[src/rtl/aes_serial_block_collector.sv]
// Assembles the AES core's byte-serial output into 128-bit blocks and offers
// each completed block downstream through a single holding register with valid/ready.
//
// state     | meaning
// S_COLLECT | accepting bytes into the assembly register
// S_FULL    | assembly holds a complete block waiting for the holding register
module aes_serial_block_collector #(
  parameter int BYTES  = 16,
  parameter int BYTE_W = 8
) (
  input  logic                    clk,
  input  logic                    rst,
  input  logic [BYTE_W-1:0]       byte_in,
  input  logic                    byte_valid,
  input  logic                    block_start,
  output logic [BYTES*BYTE_W-1:0] block_out,
  output logic                    block_valid,
  input  logic                    block_ready,
  output logic                    busy,
  output logic                    overflow,
  output logic                    frame_err,
  input  logic                    clr_err
);

  localparam int BLK_W = BYTES * BYTE_W;
  localparam int CW    = $clog2(BYTES);

  localparam logic [0:0] S_COLLECT = 1'b0;
  localparam logic [0:0] S_FULL    = 1'b1;

  logic [0:0]       r_state;
  logic [CW-1:0]    r_cnt;
  logic [BLK_W-1:0] r_asm;
  logic [BLK_W-1:0] r_hold;
  logic             r_hold_valid;
  logic             r_busy;
  logic             r_overflow;
  logic             r_frame_err;

  logic             w_hold_free;
  logic             w_wr;
  logic [CW-1:0]    w_slot;
  logic [CW-1:0]    w_rev;
  logic             w_last;
  logic             w_load;
  logic [BLK_W-1:0] w_load_data;
  logic [BLK_W-1:0] w_done_blk;
  logic [0:0]       w_state_nxt;
  logic [CW-1:0]    w_cnt_nxt;
  logic             w_ovf_set;
  logic             w_ferr_set;

  always_comb begin
    w_hold_free = !r_hold_valid || block_ready;
    w_wr        = (r_state == S_COLLECT) && byte_valid;
    w_slot      = block_start ? '0 : r_cnt;
    // slot k lives at the k-th byte counted from the MSB end
    w_rev       = ~w_slot;
    w_last      = w_wr && (w_slot == CW'(BYTES - 1));
    w_done_blk  = {r_asm[BLK_W-1:BYTE_W], byte_in};
    w_ovf_set   = (r_state == S_FULL) && byte_valid;
    w_ferr_set  = w_wr && block_start && (r_cnt != '0);

    w_load      = 1'b0;
    w_load_data = r_asm;
    w_state_nxt = r_state;
    w_cnt_nxt   = r_cnt;

    if (r_state == S_COLLECT) begin
      if (w_wr) begin
        w_cnt_nxt = w_slot + 1'b1;
      end
      if (w_last) begin
        if (w_hold_free) begin
          w_load      = 1'b1;
          w_load_data = w_done_blk;
        end else begin
          w_state_nxt = S_FULL;
        end
      end
    end else if (w_hold_free) begin
      w_load      = 1'b1;
      w_load_data = r_asm;
      w_state_nxt = S_COLLECT;
      w_cnt_nxt   = '0;
    end
  end

  always_ff @(posedge clk) begin
    if (!rst) begin
      r_state      <= S_COLLECT;
      r_cnt        <= '0;
      r_asm        <= '0;
      r_hold       <= '0;
      r_hold_valid <= 1'b0;
      r_busy       <= 1'b0;
      r_overflow   <= 1'b0;
      r_frame_err  <= 1'b0;
    end else begin
      r_state <= w_state_nxt;
      r_cnt   <= w_cnt_nxt;
      r_busy  <= (w_cnt_nxt != '0) || (w_state_nxt == S_FULL);

      if (w_wr) begin
        r_asm[w_rev*BYTE_W +: BYTE_W] <= byte_in;
      end

      // a new load wins over the handshake that empties the hold
      if (w_load) begin
        r_hold       <= w_load_data;
        r_hold_valid <= 1'b1;
      end else if (block_ready) begin
        r_hold_valid <= 1'b0;
      end

      if (w_ovf_set) begin
        r_overflow <= 1'b1;
      end else if (clr_err) begin
        r_overflow <= 1'b0;
      end

      if (w_ferr_set) begin
        r_frame_err <= 1'b1;
      end else if (clr_err) begin
        r_frame_err <= 1'b0;
      end
    end
  end

  assign block_out   = r_hold;
  assign block_valid = r_hold_valid;
  assign busy        = r_busy;
  assign overflow    = r_overflow;
  assign frame_err   = r_frame_err;

endmodule

[config.mk]
export PLATFORM = sky130hd
export DESIGN_NAME = aes_serial_block_collector
export DESIGN_NICKNAME = d
export VERILOG_FILES = /design/src/rtl/aes_serial_block_collector.sv
export SDC_FILE = /design/constraint.sdc
export NUM_CORES = 1
export LEC_CHECK = 0
export BUFFER_PORTS_ARGS = -buffer_cell sky130_fd_sc_hd__buf_2
export CORE_MARGIN = 2
export CORE_UTILIZATION = 51
export CTS_BUF_LIST = sky130_fd_sc_hd__clkbuf_2 sky130_fd_sc_hd__clkbuf_4 sky130_fd_sc_hd__clkbuf_8
export DETAILED_ROUTE_END_ITERATION = 12
export PLACE_DENSITY_LB_ADDON = 0.12
export SLEW_MARGIN = 20
export SYNTH_ARGS = -nofsm -noshare
export SYNTH_HDL_FRONTEND = slang
export SYNTH_SLANG_ARGS = --single-unit
[constraint.sdc]
create_clock -name clk -period 2.5 [get_ports clk]
set_input_delay 0.375 -clock clk [delete_from_list [all_inputs] [get_ports clk]]
set_output_delay 0.375 -clock clk [all_outputs]
set_load 0.05 [all_outputs]
Word-level counts from Yosys, hierarchy flattened
Cells that the tools add are included.

Logic and storage cells: 47. Bits in registers: 265. Bits of input ports: 14.

Eq/ne operators: 1. Bitwise operators: 2. Mux-type cells: 19. Shifts and indexed selects: 2. Reduce and logical (&&, ||, !) cells: 13. Add/sub/neg operators: 2.

Operators with widths (number): 128-bit bitwise mux (1); 8-bit by 34-bit variable shift with 128-bit output, first input constant (1); 8-bit by 34-bit variable part select with 128-bit output (1); 7-bit negator with 34-bit output (1); 8-bit 2-to-1 mux (3); 4-bit 2-to-1 mux (4); 1-bit 2-to-1 mux (11); 4-bit nonzero test (2); 2-bit nonzero test (3); 1-bit logical AND (5); 4-bit by 1-bit adder with 4-bit output, second input constant (1); 4-bit equality test, second input constant (1); 4-bit inverter (1); 1-bit logical OR (2); 1-bit zero test (1); 1-bit inverter (1).

Longest topological paths before layout
Gate-level depths: netlist (run 1).

Word-level depth: 6. Gate-level depth with buffers: 10.

Least setup slack after synthesis (run 1)
No wires, ideal clock.

Path type: flip-flop to flip-flop. Start point: reg r_cnt[0]. End point: reg r_asm[12]. Buffers on the path: 2. Stages on the path, launching flop included: 10. Setup time: 0.116 ns. Slack: 0.101 ns. Period minus slack after synthesis: 2.399 ns. Arrival time: 2.283 ns. Cell sequence: dfxtp_1 nor2b_1 and3_1 ha_1 clkbuf_1 o21ai_2 nor3_1 buf_2 mux2i_1 nor2b_1.

Word-level cells in the longest chain between the ends: 5. Elaborated cells between the ends (all ways): 6. Those cells by class: add/sub: 1; shift: 2; mux: 2; bitwise: 1.

Ends and longest elaborated chain: start: declaration (line 32) `logic [CW-1:0] r_cnt;`; start signal: assignment (line 101) `r_cnt <= w_cnt_nxt;`; 4-bit 2-to-1 mux * (line 56) `w_slot = block_start ? '0 : r_cnt;`; 4-bit inverter * (line 58) `w_rev = ~w_slot;`; 7-bit negator with 34-bit output * (line 105) `r_asm[w_rev*BYTE_W +: BYTE_W] <= byte_in;`; 8-bit by 34-bit variable part select with 128-bit output or 8-bit by 34-bit variable shift with 128-bit output (tied branches) (line 105); 128-bit bitwise mux * (line 105); end signal: indexed assignment (line 105); end: declaration (line 33) `logic [BLK_W-1:0] r_asm;`.

Mark *: on every way between the ends. The rest lies on a longest branch, timed or not. A chain may end at the register's enable or synchronous reset.

Worst setup path after layout (run 1)
Start point: reg r_cnt[0]. End point: reg r_asm[16].

The elaborated chain is that of the path after synthesis.

==> report_table.html, run 1 <==
<table>
<tr><th>Metric</th><th>Value</th></tr>
<tr><th colspan="2">Status</th></tr>
<tr><td>Run status</td><td>finished clean</td></tr>
<tr><th colspan="2">Worst hold path</th></tr>
<tr><td>Path class of the lowest-slack min-delay path</td><td>input port to flop</td></tr>
<tr><td>Hold path startpoint</td><td>rst</td></tr>
<tr><th colspan="2">Clocking</th></tr>
<tr><td>Hold-fix buffers at CTS</td><td>0</td></tr>
<tr><td>Maximum buffer depth of the clock tree</td><td>3</td></tr>
<tr><td>Clock buffers created by TritonCTS</td><td>43</td></tr>
<tr><td>Clk sink count</td><td>265</td></tr>
<tr><td>Latest clock arrival within the worst-skew pair</td><td>0.55 ns</td></tr>
<tr><td>CTS clock-pin slew for the worst setup and hold paths</td><td>0.06 ns</td></tr>
<tr><td>Buffer count from post-CTS setup fixing</td><td>0</td></tr>
<tr><td>Clock tree from TritonCTS</td><td>built</td></tr>
<tr><td>Root buffer cell</td><td>clkbuf_8</td></tr>
<tr><td>Post-cts repair resize count</td><td>0</td></tr>
<tr><td># H-tree levels</td><td>2</td></tr>
<tr><th colspan="2">Floorplan</th></tr>
<tr><td>Total die area</td><td>20400 µm²</td></tr>
<tr><td>Placement row count</td><td>50</td></tr>
<tr><td>Horizontal extent of the die</td><td>143 µm</td></tr>
<tr><td>Placeable core area</td><td>18800 µm²</td></tr>
<tr><td>Io pins</td><td>146</td></tr>
<tr><td>Chip height</td><td>143 µm</td></tr>
<tr><td>Starting Density</td><td>0.522</td></tr>
<tr><th colspan="2">Pwr</th></tr>
<tr><td>Cell Pwr Density</td><td>709 nW/µm²</td></tr>
<tr><td>Worst-case vdd ir drop</td><td>0.398 mV</td></tr>
<tr><td>Leak Pwr</td><td>4.82 nW</td></tr>
<tr><th colspan="2">STA</th></tr>
<tr><td>Slew HR</td><td>0.379</td></tr>
<tr><td>Worst Tran Pin Value</td><td>0.931 ns</td></tr>
<tr><td>Setup TNS</td><td>0 ns</td></tr>
<tr><td>Maximum operating frequency</td><td>435 MHz</td></tr>
<tr><td>Final Critical Period</td><td>2.30 ns</td></tr>
<tr><td>Setup clock skew after layout</td><td>0.0168 ns</td></tr>
<tr><td>Period Utilization, post-route</td><td>0.919</td></tr>
<tr><td>Setup repair after global routing missed its margin</td><td>no</td></tr>
<tr><td>Final-report max-slew violation count</td><td>0</td></tr>
<tr><td>Final count of hold timing violations</td><td>0</td></tr>
<tr><td>Number of failing setup endpoints in the final timing report</td><td>0</td></tr>
<tr><th colspan="2">Detailed routing</th></tr>
<tr><td>Post-detailed-routing wire length</td><td>23500 µm</td></tr>
<tr><td>Drt first pass iters</td><td>5</td></tr>
<tr><td>Via/cell ratio</td><td>5.16</td></tr>
<tr><td>Number of vias after detailed routing</td><td>7713</td></tr>
<tr><td>DR iter-0 viols</td><td>427</td></tr>
<tr><td>Count of unresolved DRC violations after routing</td><td>0</td></tr>
<tr><td>Post-detailed-route wirelength per cell</td><td>15.7 µm</td></tr>
<tr><td>Number of nets with antenna violations after detailed routing</td><td>0</td></tr>
<tr><th colspan="2">Synth</th></tr>
<tr><td>Warnings, synthesis</td><td>0</td></tr>
<tr><td>Cells after synthesis</td><td>1071</td></tr>
<tr><td>EDFF count, synth</td><td>0</td></tr>
<tr><td>Syn Area/Cell</td><td>9.17 µm²</td></tr>
<tr><td>Number of different library cells in the post-synthesis netlist</td><td>48</td></tr>
<tr><td>Register bit total from synthesis</td><td>265</td></tr>
<tr><td>Share of synthesized area occupied by flip-flops and latches</td><td>0.540</td></tr>
<tr><td>Post-synth ARST share</td><td>0</td></tr>
<tr><td>Cell area after synthesis</td><td>9820 µm²</td></tr>
<tr><td>Synth Net Count</td><td>1087</td></tr>
<tr><td>Most frequently used flop master after synthesis</td><td>dfxtp_1</td></tr>
<tr><th colspan="2">Global routing</th></tr>
<tr><td>First-pass GRT wire length</td><td>37600 µm</td></tr>
<tr><td>Number of antenna violations at the first check in global routing</td><td>0</td></tr>
<tr><td>Total grt overflow</td><td>0</td></tr>
<tr><td>GR Util All Layers</td><td>0.231</td></tr>
<tr><td>Largest net degree at the start of global routing</td><td>218</td></tr>
<tr><td>Number of global-route vias before repair</td><td>7240</td></tr>
<tr><th colspan="2">Placed design</th></tr>
<tr><td>Inst Count DP</td><td>1420</td></tr>
<tr><td>Hpwl dp</td><td>14900 µm</td></tr>
<tr><td>Port Buf Inserts</td><td>145</td></tr>
<tr><td>Global placer's final weighted congestion</td><td>0.863</td></tr>
<tr><th colspan="2">Finish</th></tr>
<tr><td>Util after Layout</td><td>0.624</td></tr>
<tr><td>Filler cell count in the final layout</td><td>1675</td></tr>
<tr><td>Non-Filler Instances</td><td>1494</td></tr>
<tr><td>Antenna fix cells</td><td>0</td></tr>
<tr><td>Synthesis-to-layout area growth</td><td>19.6%</td></tr>
<tr><td>Ratio of cells with drive above 1 in the final layout</td><td>0.228</td></tr>
<tr><td>Nets@finish</td><td>1221</td></tr>
<tr><th colspan="2">Worst setup path</th></tr>
<tr><td>Highest net fanout along the worst path</td><td>8</td></tr>
<tr><td>Launching element of the worst setup path</td><td>r_cnt[0]</td></tr>
<tr><td>Origin of the critical flop-to-flop path</td><td>r_cnt[0]</td></tr>
<tr><td>CP endpoint kind</td><td>flop</td></tr>
<tr><td>Required time of the worst setup path</td><td>2.97 ns</td></tr>
<tr><td>Worst path arrival time</td><td>2.77 ns</td></tr>
<tr><td>Worst reg-to-reg setup slack</td><td>0.20 ns</td></tr>
<tr><td>Category of the critical setup timing path</td><td>flop to flop</td></tr>
<tr><td>Critical path launch point type</td><td>flop</td></tr>
<tr><th colspan="2">Run</th></tr>
<tr><td>Number of max-cap violations</td><td>0</td></tr>
</table>
routing by layer:
metal	vias up	wire (µm)	GRT usage
li1	3965	-	-
met1	3548	11100	0.315
met2	170	10900	0.373
met3	30	1140	0.0496
met4	0	390	0.0641
met5	-	0	0
registers in the layout, indices dropped and copies added (netlist names):
register     count
r_asm          128
frame_err        1
r_cnt            4
block_valid      1
busy             1
r_state          1
block_out      128
overflow         1
critical path, stage by stage (launching register included):
cell,delay (ns)
dfxtp_1,0.39
nor2b_1,0.27
ha_1,0.24
buf_4,0.17
xnor2_4,0.20
nand3_1,0.23
nor2_2,0.48
mux2i_1,0.26
cells by family (layout without fill, tap and decap cells):
kind of cell | count (synthesis) | after routing | share of synthesized area
and+or+nand+nor | 474 | 474 | 0.241
DFF | 265 | 265 | 0.540
AOI/OAI and AO/OA | 148 | 148 | 0.0846
buffers and inverters | 94 | 257 | 0.0401
muxes | 86 | 86 | 0.0876
adders and majority gates | 2 | 2 | 0.00255
xor gates and xnor gates | 2 | 2 | 0.00446
synthesized netlist by cell type (2+ instances only):
cell type	instances	area, µm²
nor2b_1	40	250
nand2_1	166	623
clkbuf_1	52	195
o21ai_0	97	485
nor2_4	2	22.5
dfxtp_1	265	5310
o22ai_1	10	62.6
a21boi_0	7	52.6
buf_1	12	45.0
inv_1	2	7.51
nand3_1	220	1100
buf_2	25	125
nor3_4	7	114
a21boi_1	2	15.0
mux2i_1	86	861
o21ai_1	4	20.0
and3_1	7	43.8
o21ai_2	7	61.3
clkbuf_2	2	10.0
nor2_1	8	30.0
ha_1	2	25.0
o21a_1	4	30.0
nand2b_1	3	18.8
a21oi_1	10	50.1
a211oi_1	2	15.0
and2_1	5	31.3
nor3_1	3	15.0
area by class of cell:
type | count | area (µm²) | area share
sequential | 265 | 5310 | 0.451
multi-input combinational | 712 | 4130 | 0.352
timing repair buffer | 181 | 1090 | 0.0931
clock buffer | 66 | 815 | 0.0693
tap | 260 | 325 | 0.0277
clock inverter | 8 | 71.3 | 0.00607
inverter | 2 | 7.51 | 0.000639
cell usage in the layout, fill, tap and decap left out, types with 15 or more instances in the layout:
master / count
dfxtp_1: 265
nand3_1: 220
nand2_1: 166
buf_2: 144
o21ai_0: 97
mux2i_1: 86
clkbuf_8: 51
nor2b_1: 40
buf_4: 29
clkbuf_4: 15
power by group:
part / total (mW) / switching (mW) / internal (mW)
Combinational: 0.270 / 0.198 / 0.0718
Clock: 3.81 / 1.64 / 2.18
Sequential: 4.25 / 0.00992 / 4.24
Total: 8.34 / 1.85 / 6.49
final timing paths:
| check | end | cells after the start |
|---|---|---|
| worst max-delay path | r_asm[16] | 7 |
| worst min-delay path | block_out[5] | 3 |
| worst max register to register | r_asm[16] | 7 |
| worst min register to register | block_out[41] | 2 |
through the flow:
stage               power (mW)  hold slack, ns  area (µm²)  worst slack (ns)
floorplan                 4.52           0.429        9820             0.101
global placement          4.62           0.434       10900             0.167
detailed placement        4.61           0.438       10900             0.123
CTS                       8.43          0.0882       11800             0.197
global route              8.63           0.105       11800           0.00656
finish                    8.34           0.109       11800             0.203
Power figures use the tool's default switching activity.
==> run 2: changes to the inputs <==
--- a/config.mk
+++ b/config.mk
@@ -5,12 +5,14 @@
 export SDC_FILE = /design/constraint.sdc
 export NUM_CORES = 1
 export LEC_CHECK = 0
+export ABC_AREA = 1
 export BUFFER_PORTS_ARGS = -buffer_cell sky130_fd_sc_hd__buf_2
 export CORE_MARGIN = 2
 export CORE_UTILIZATION = 51
 export CTS_BUF_LIST = sky130_fd_sc_hd__clkbuf_2 sky130_fd_sc_hd__clkbuf_4 sky130_fd_sc_hd__clkbuf_8
 export DETAILED_ROUTE_END_ITERATION = 12
 export PLACE_DENSITY_LB_ADDON = 0.12
+export REMOVE_ABC_BUFFERS = 1
 export SLEW_MARGIN = 20
 export SYNTH_ARGS = -nofsm -noshare
 export SYNTH_HDL_FRONTEND = slang
==> constraint.sdc (replaced) <==
create_clock -name clk -period 2.6 [get_ports clk]
set_input_delay 0.39 -clock clk [delete_from_list [all_inputs] [get_ports clk]]
set_output_delay 0.39 -clock clk [all_outputs]
set_load 0.05 [all_outputs]
==> report_table.html, run 2 <==
<table>
<tr><th>Metric</th><th>Value</th></tr>
<tr><th colspan="2">Status</th></tr>
<tr><td>Run status</td><td>finished clean</td></tr>
<tr><th colspan="2">Clocking</th></tr>
<tr><td>Root buffer cell</td><td>clkbuf_8</td></tr>
<tr><td>Clock tree from TritonCTS</td><td>built</td></tr>
<tr><td>Clock buffers created by TritonCTS</td><td>44 (+2.3%)</td></tr>
<tr><td>Clk sink count</td><td>265 (unchanged)</td></tr>
<tr><td>Hold-fix buffers at CTS</td><td>0 (unchanged)</td></tr>
<tr><td>Buffer count from post-CTS setup fixing</td><td>0 (unchanged)</td></tr>
<tr><td>Maximum buffer depth of the clock tree</td><td>3 (unchanged)</td></tr>
<tr><td>CTS clock-pin slew for the worst setup and hold paths</td><td>0.06 ns (about the same)</td></tr>
<tr><td># H-tree levels</td><td>2 (unchanged)</td></tr>
<tr><td>Latest clock arrival within the worst-skew pair</td><td>0.53 ns (-0.02 ns)</td></tr>
<tr><td>Post-cts repair resize count</td><td>0 (unchanged)</td></tr>
<tr><th colspan="2">Floorplan</th></tr>
<tr><td>Chip height</td><td>145 µm (+1.2%)</td></tr>
<tr><td>Total die area</td><td>20900 µm² (+2.5%)</td></tr>
<tr><td>Placement row count</td><td>51 (+2.0%)</td></tr>
<tr><td>Horizontal extent of the die</td><td>145 µm (+1.2%)</td></tr>
<tr><td>Io pins</td><td>146 (unchanged)</td></tr>
<tr><td>Starting Density</td><td>0.519 (-0.00237)</td></tr>
<tr><td>Placeable core area</td><td>19400 µm² (+3.0%)</td></tr>
<tr><th colspan="2">Worst setup path</th></tr>
<tr><td>Worst path arrival time</td><td>2.70 ns (-0.07 ns)</td></tr>
<tr><td>Highest net fanout along the worst path</td><td>35 (+27)</td></tr>
<tr><td>Worst reg-to-reg setup slack</td><td>0.34 ns (+0.14 ns)</td></tr>
<tr><td>Category of the critical setup timing path</td><td>flop to flop</td></tr>
<tr><td>Worst R2R Path Depth</td><td>10 (+3)</td></tr>
<tr><td>Required time of the worst setup path</td><td>3.04 ns (+0.07 ns)</td></tr>
<tr><td>Origin of the critical flop-to-flop path</td><td>r_cnt[1]</td></tr>
<tr><td>Launching element of the worst setup path</td><td>r_cnt[1]</td></tr>
<tr><td>Critical path launch point type</td><td>flop</td></tr>
<tr><td>Reg-to-reg endpoint</td><td>block_out[51]</td></tr>
<tr><td>CP endpoint kind</td><td>flop</td></tr>
<tr><td>End of the critical path</td><td>block_out[51]</td></tr>
<tr><th colspan="2">Synth</th></tr>
<tr><td>Fraction of synthesized cell area taken by the top area cell type</td><td>0.527 (-0.0134)</td></tr>
<tr><td>Syn Area/Cell</td><td>7.86 µm² (-14%)</td></tr>
<tr><td>Post-synth top area cell</td><td>dfxtp_1</td></tr>
<tr><td>Warnings, synthesis</td><td>0 (unchanged)</td></tr>
<tr><td>Share of synthesized area occupied by flip-flops and latches</td><td>0.527 (-0.0134)</td></tr>
<tr><td>Top cells by area, synth</td><td>dfxtp_1 (53%), nor2_1 (13%), o21ai_0 (5.6%)</td></tr>
<tr><td>EDFF count, synth</td><td>0 (unchanged)</td></tr>
<tr><td>Most frequently used flop master after synthesis</td><td>dfxtp_1</td></tr>
<tr><td>Number of different library cells in the post-synthesis netlist</td><td>29 (-40%)</td></tr>
<tr><td>Cell area after synthesis</td><td>10100 µm² (+2.5%)</td></tr>
<tr><td>Most common library cells after synthesis</td><td>nor2_1 (349), dfxtp_1 (265), nand2_1 (122), o21ai_0 (112), o21ai_1 (107)</td></tr>
<tr><td>Register bit total from synthesis</td><td>265 (unchanged)</td></tr>
<tr><td>Most repeated cell in the gate-level netlist after synthesis</td><td>nor2_1</td></tr>
<tr><td>Post-synth ARST share</td><td>0 (unchanged)</td></tr>
<tr><td>Cells after synthesis</td><td>1281 (+20%)</td></tr>
<tr><th colspan="2">Global routing</th></tr>
<tr><td>Total grt overflow</td><td>0 (unchanged)</td></tr>
<tr><td>First-pass GRT wire length</td><td>38100 µm (+1.3%)</td></tr>
<tr><td>Number of global-route vias before repair</td><td>7555 (+4.4%)</td></tr>
<tr><td>GR Util All Layers</td><td>0.226 (-0.00525)</td></tr>
<tr><td>Largest net degree at the start of global routing</td><td>99 (-55%)</td></tr>
<tr><td>Number of antenna violations at the first check in global routing</td><td>0 (unchanged)</td></tr>
<tr><th colspan="2">Finish</th></tr>
<tr><td>Ratio of cells with drive above 1 in the final layout</td><td>0.204 (-0.0236)</td></tr>
<tr><td>Finished layout cell area</td><td>11800 µm² (+0.79%)</td></tr>
<tr><td>Nets@finish</td><td>1440 (+18%)</td></tr>
<tr><td>Synthesis-to-layout area growth</td><td>17.6%</td></tr>
<tr><td>Most common cell after layout, fill and taps aside</td><td>nor2_1</td></tr>
<tr><td>Most frequent cells in the layout</td><td>nor2_1 (349), dfxtp_1 (265), buf_2 (144)</td></tr>
<tr><td>Util after Layout</td><td>0.610 (-0.0135)</td></tr>
<tr><td>Antenna fix cells</td><td>0 (unchanged)</td></tr>
<tr><th colspan="2">STA</th></tr>
<tr><td>Setup clock skew after layout</td><td>0.0156 ns (-0.00125 ns)</td></tr>
<tr><td>Slew HR</td><td>0.684 (+0.304)</td></tr>
<tr><td>Setup repair after global routing missed its margin</td><td>no</td></tr>
<tr><td>Setup TNS</td><td>0 ns (unchanged)</td></tr>
<tr><td>Final Critical Period</td><td>2.26 ns (-0.0416 ns)</td></tr>
<tr><td>Final-report max-slew violation count</td><td>0 (unchanged)</td></tr>
<tr><td>Worst hold margin</td><td>0.120 ns (+0.0110 ns)</td></tr>
<tr><td>Number of failing setup endpoints in the final timing report</td><td>0 (unchanged)</td></tr>
<tr><td>Period Utilization, post-route</td><td>0.868 (-0.0513)</td></tr>
<tr><td>Final count of hold timing violations</td><td>0 (unchanged)</td></tr>
<tr><td>Worst Tran Pin Value</td><td>0.473 ns (-0.458 ns)</td></tr>
<tr><td>Maximum operating frequency</td><td>443 MHz (+1.8%)</td></tr>
<tr><th colspan="2">Placed design</th></tr>
<tr><td>Global placer's final weighted congestion</td><td>0.868 (+0.56%)</td></tr>
<tr><td>Port Buf Inserts</td><td>145 (unchanged)</td></tr>
<tr><td>Hpwl dp</td><td>15200 µm (+2.3%)</td></tr>
<tr><td>Instance area at placement</td><td>10900 µm² (+0.71%)</td></tr>
<tr><th colspan="2">Pwr</th></tr>
<tr><td>Worst-case vdd ir drop</td><td>0.324 mV (-19%)</td></tr>
<tr><td>Leak Pwr</td><td>5.82 nW (+21%)</td></tr>
<tr><td>Power Total</td><td>8.10 mW (-2.9%)</td></tr>
<tr><td>Cell Pwr Density</td><td>684 nW/µm² (-3.6%)</td></tr>
<tr><th colspan="2">Detailed routing</th></tr>
<tr><td>DR iter-0 viols</td><td>489 (+15%)</td></tr>
<tr><td>Number of nets with antenna violations after detailed routing</td><td>0 (unchanged)</td></tr>
<tr><td>Count of unresolved DRC violations after routing</td><td>0 (unchanged)</td></tr>
<tr><td>Drt first pass iters</td><td>5 (unchanged)</td></tr>
<tr><td>Via/cell ratio</td><td>5.02 (-2.9%)</td></tr>
<tr><td>Number of vias after detailed routing</td><td>8626 (+12%)</td></tr>
<tr><td>Post-detailed-route wirelength per cell</td><td>13.8 µm (-12%)</td></tr>
<tr><td>Post-detailed-routing wire length</td><td>23800 µm (+1.1%)</td></tr>
<tr><th colspan="2">Run</th></tr>
<tr><td>Number of max-cap violations</td><td>0 (unchanged)</td></tr>
<tr><th colspan="2">Worst hold path</th></tr>
<tr><td>Path class of the lowest-slack min-delay path</td><td>input port to flop</td></tr>
</table>
-- run 2: cell types whose count changed after synthesis, moves of 44 or more --
cell	change
nor2_1	+341
nand3_1	-213
nand2_1	-44
o21ai_1	+103
inv_1	+46
a21oi_1	+90
mux2i_1	-86
-- run 2: how the worst min path moves through the flow --
stage / slack [ns] / end / cells past startpoint / from
after global placement: 0.44 / block_out[51] / 2 / r_asm[51]
after CTS: 0.1 / overflow / 3 / byte_valid
after detailed placement: 0.45 / block_out[18] / 2 / r_asm[18]
after floorplan: 0.43 / block_out[114] / 2 / r_asm[114]
after global routing: 0.13 / r_asm[13] / 3 / byte_in[5]
final: 0.12 / overflow / 3 / byte_valid
-- run 2: routing by layer --
metal | GRT usage | up-vias | routed length (µm)
li1 | - | 4470 | -
met3 | 0.0427 | 37 | 1400
met2 | 0.331 | 230 | 10100
met5 | 0 | - | 0
met4 | 0.0685 | 0 | 494
met1 | 0.337 | 3889 | 11800
-- run 2: critical path, cell delays in order (launching register included) --
cell,delay [ns]
dfxtp_1,0.35
inv_1,0.08
nor2_1,0.11
ha_1,0.25
nand4_4,0.28
nor2_4,0.21
nand2_4,0.11
nand2_4,0.12
buf_4,0.35
o21ai_0,0.12
a21oi_1,0.16
-- run 2: cell type report --
type	instances	area [µm²]
clock buffer	70	863
sequential	265	5310
tap	265	332
multi-input combinational	872	4050
timing repair buffer	175	1010
clock inverter	7	37.5
inverter	66	248
fill	1835	7560
-- run 2: through the flow --
stage,worst slack [ns],std cells
final,0.344,1720
after global routing,0.146,1720
after detailed placement,0.0940,1643
after floorplan,-0.820,1203
after global placement,0.153,1643
after CTS,0.343,1720
-- run 2: power breakdown --
group	internal, mW	total (mW)	switching [mW]
Sequential	4.09	4.11	0.0160
Clock	2.10	3.68	1.58
Combinational	0.0850	0.307	0.222
-- run 2: logic make-up after synthesis --
logic type,after synthesis,share of synthesized area
flip-flops,265,0.527
adder cells (fa/ha/maj),2,0.00248
buffers and inverters,144,0.0712
AND/OR/NAND/NOR,548,0.239
AO/OA/AOI/OAI,322,0.161
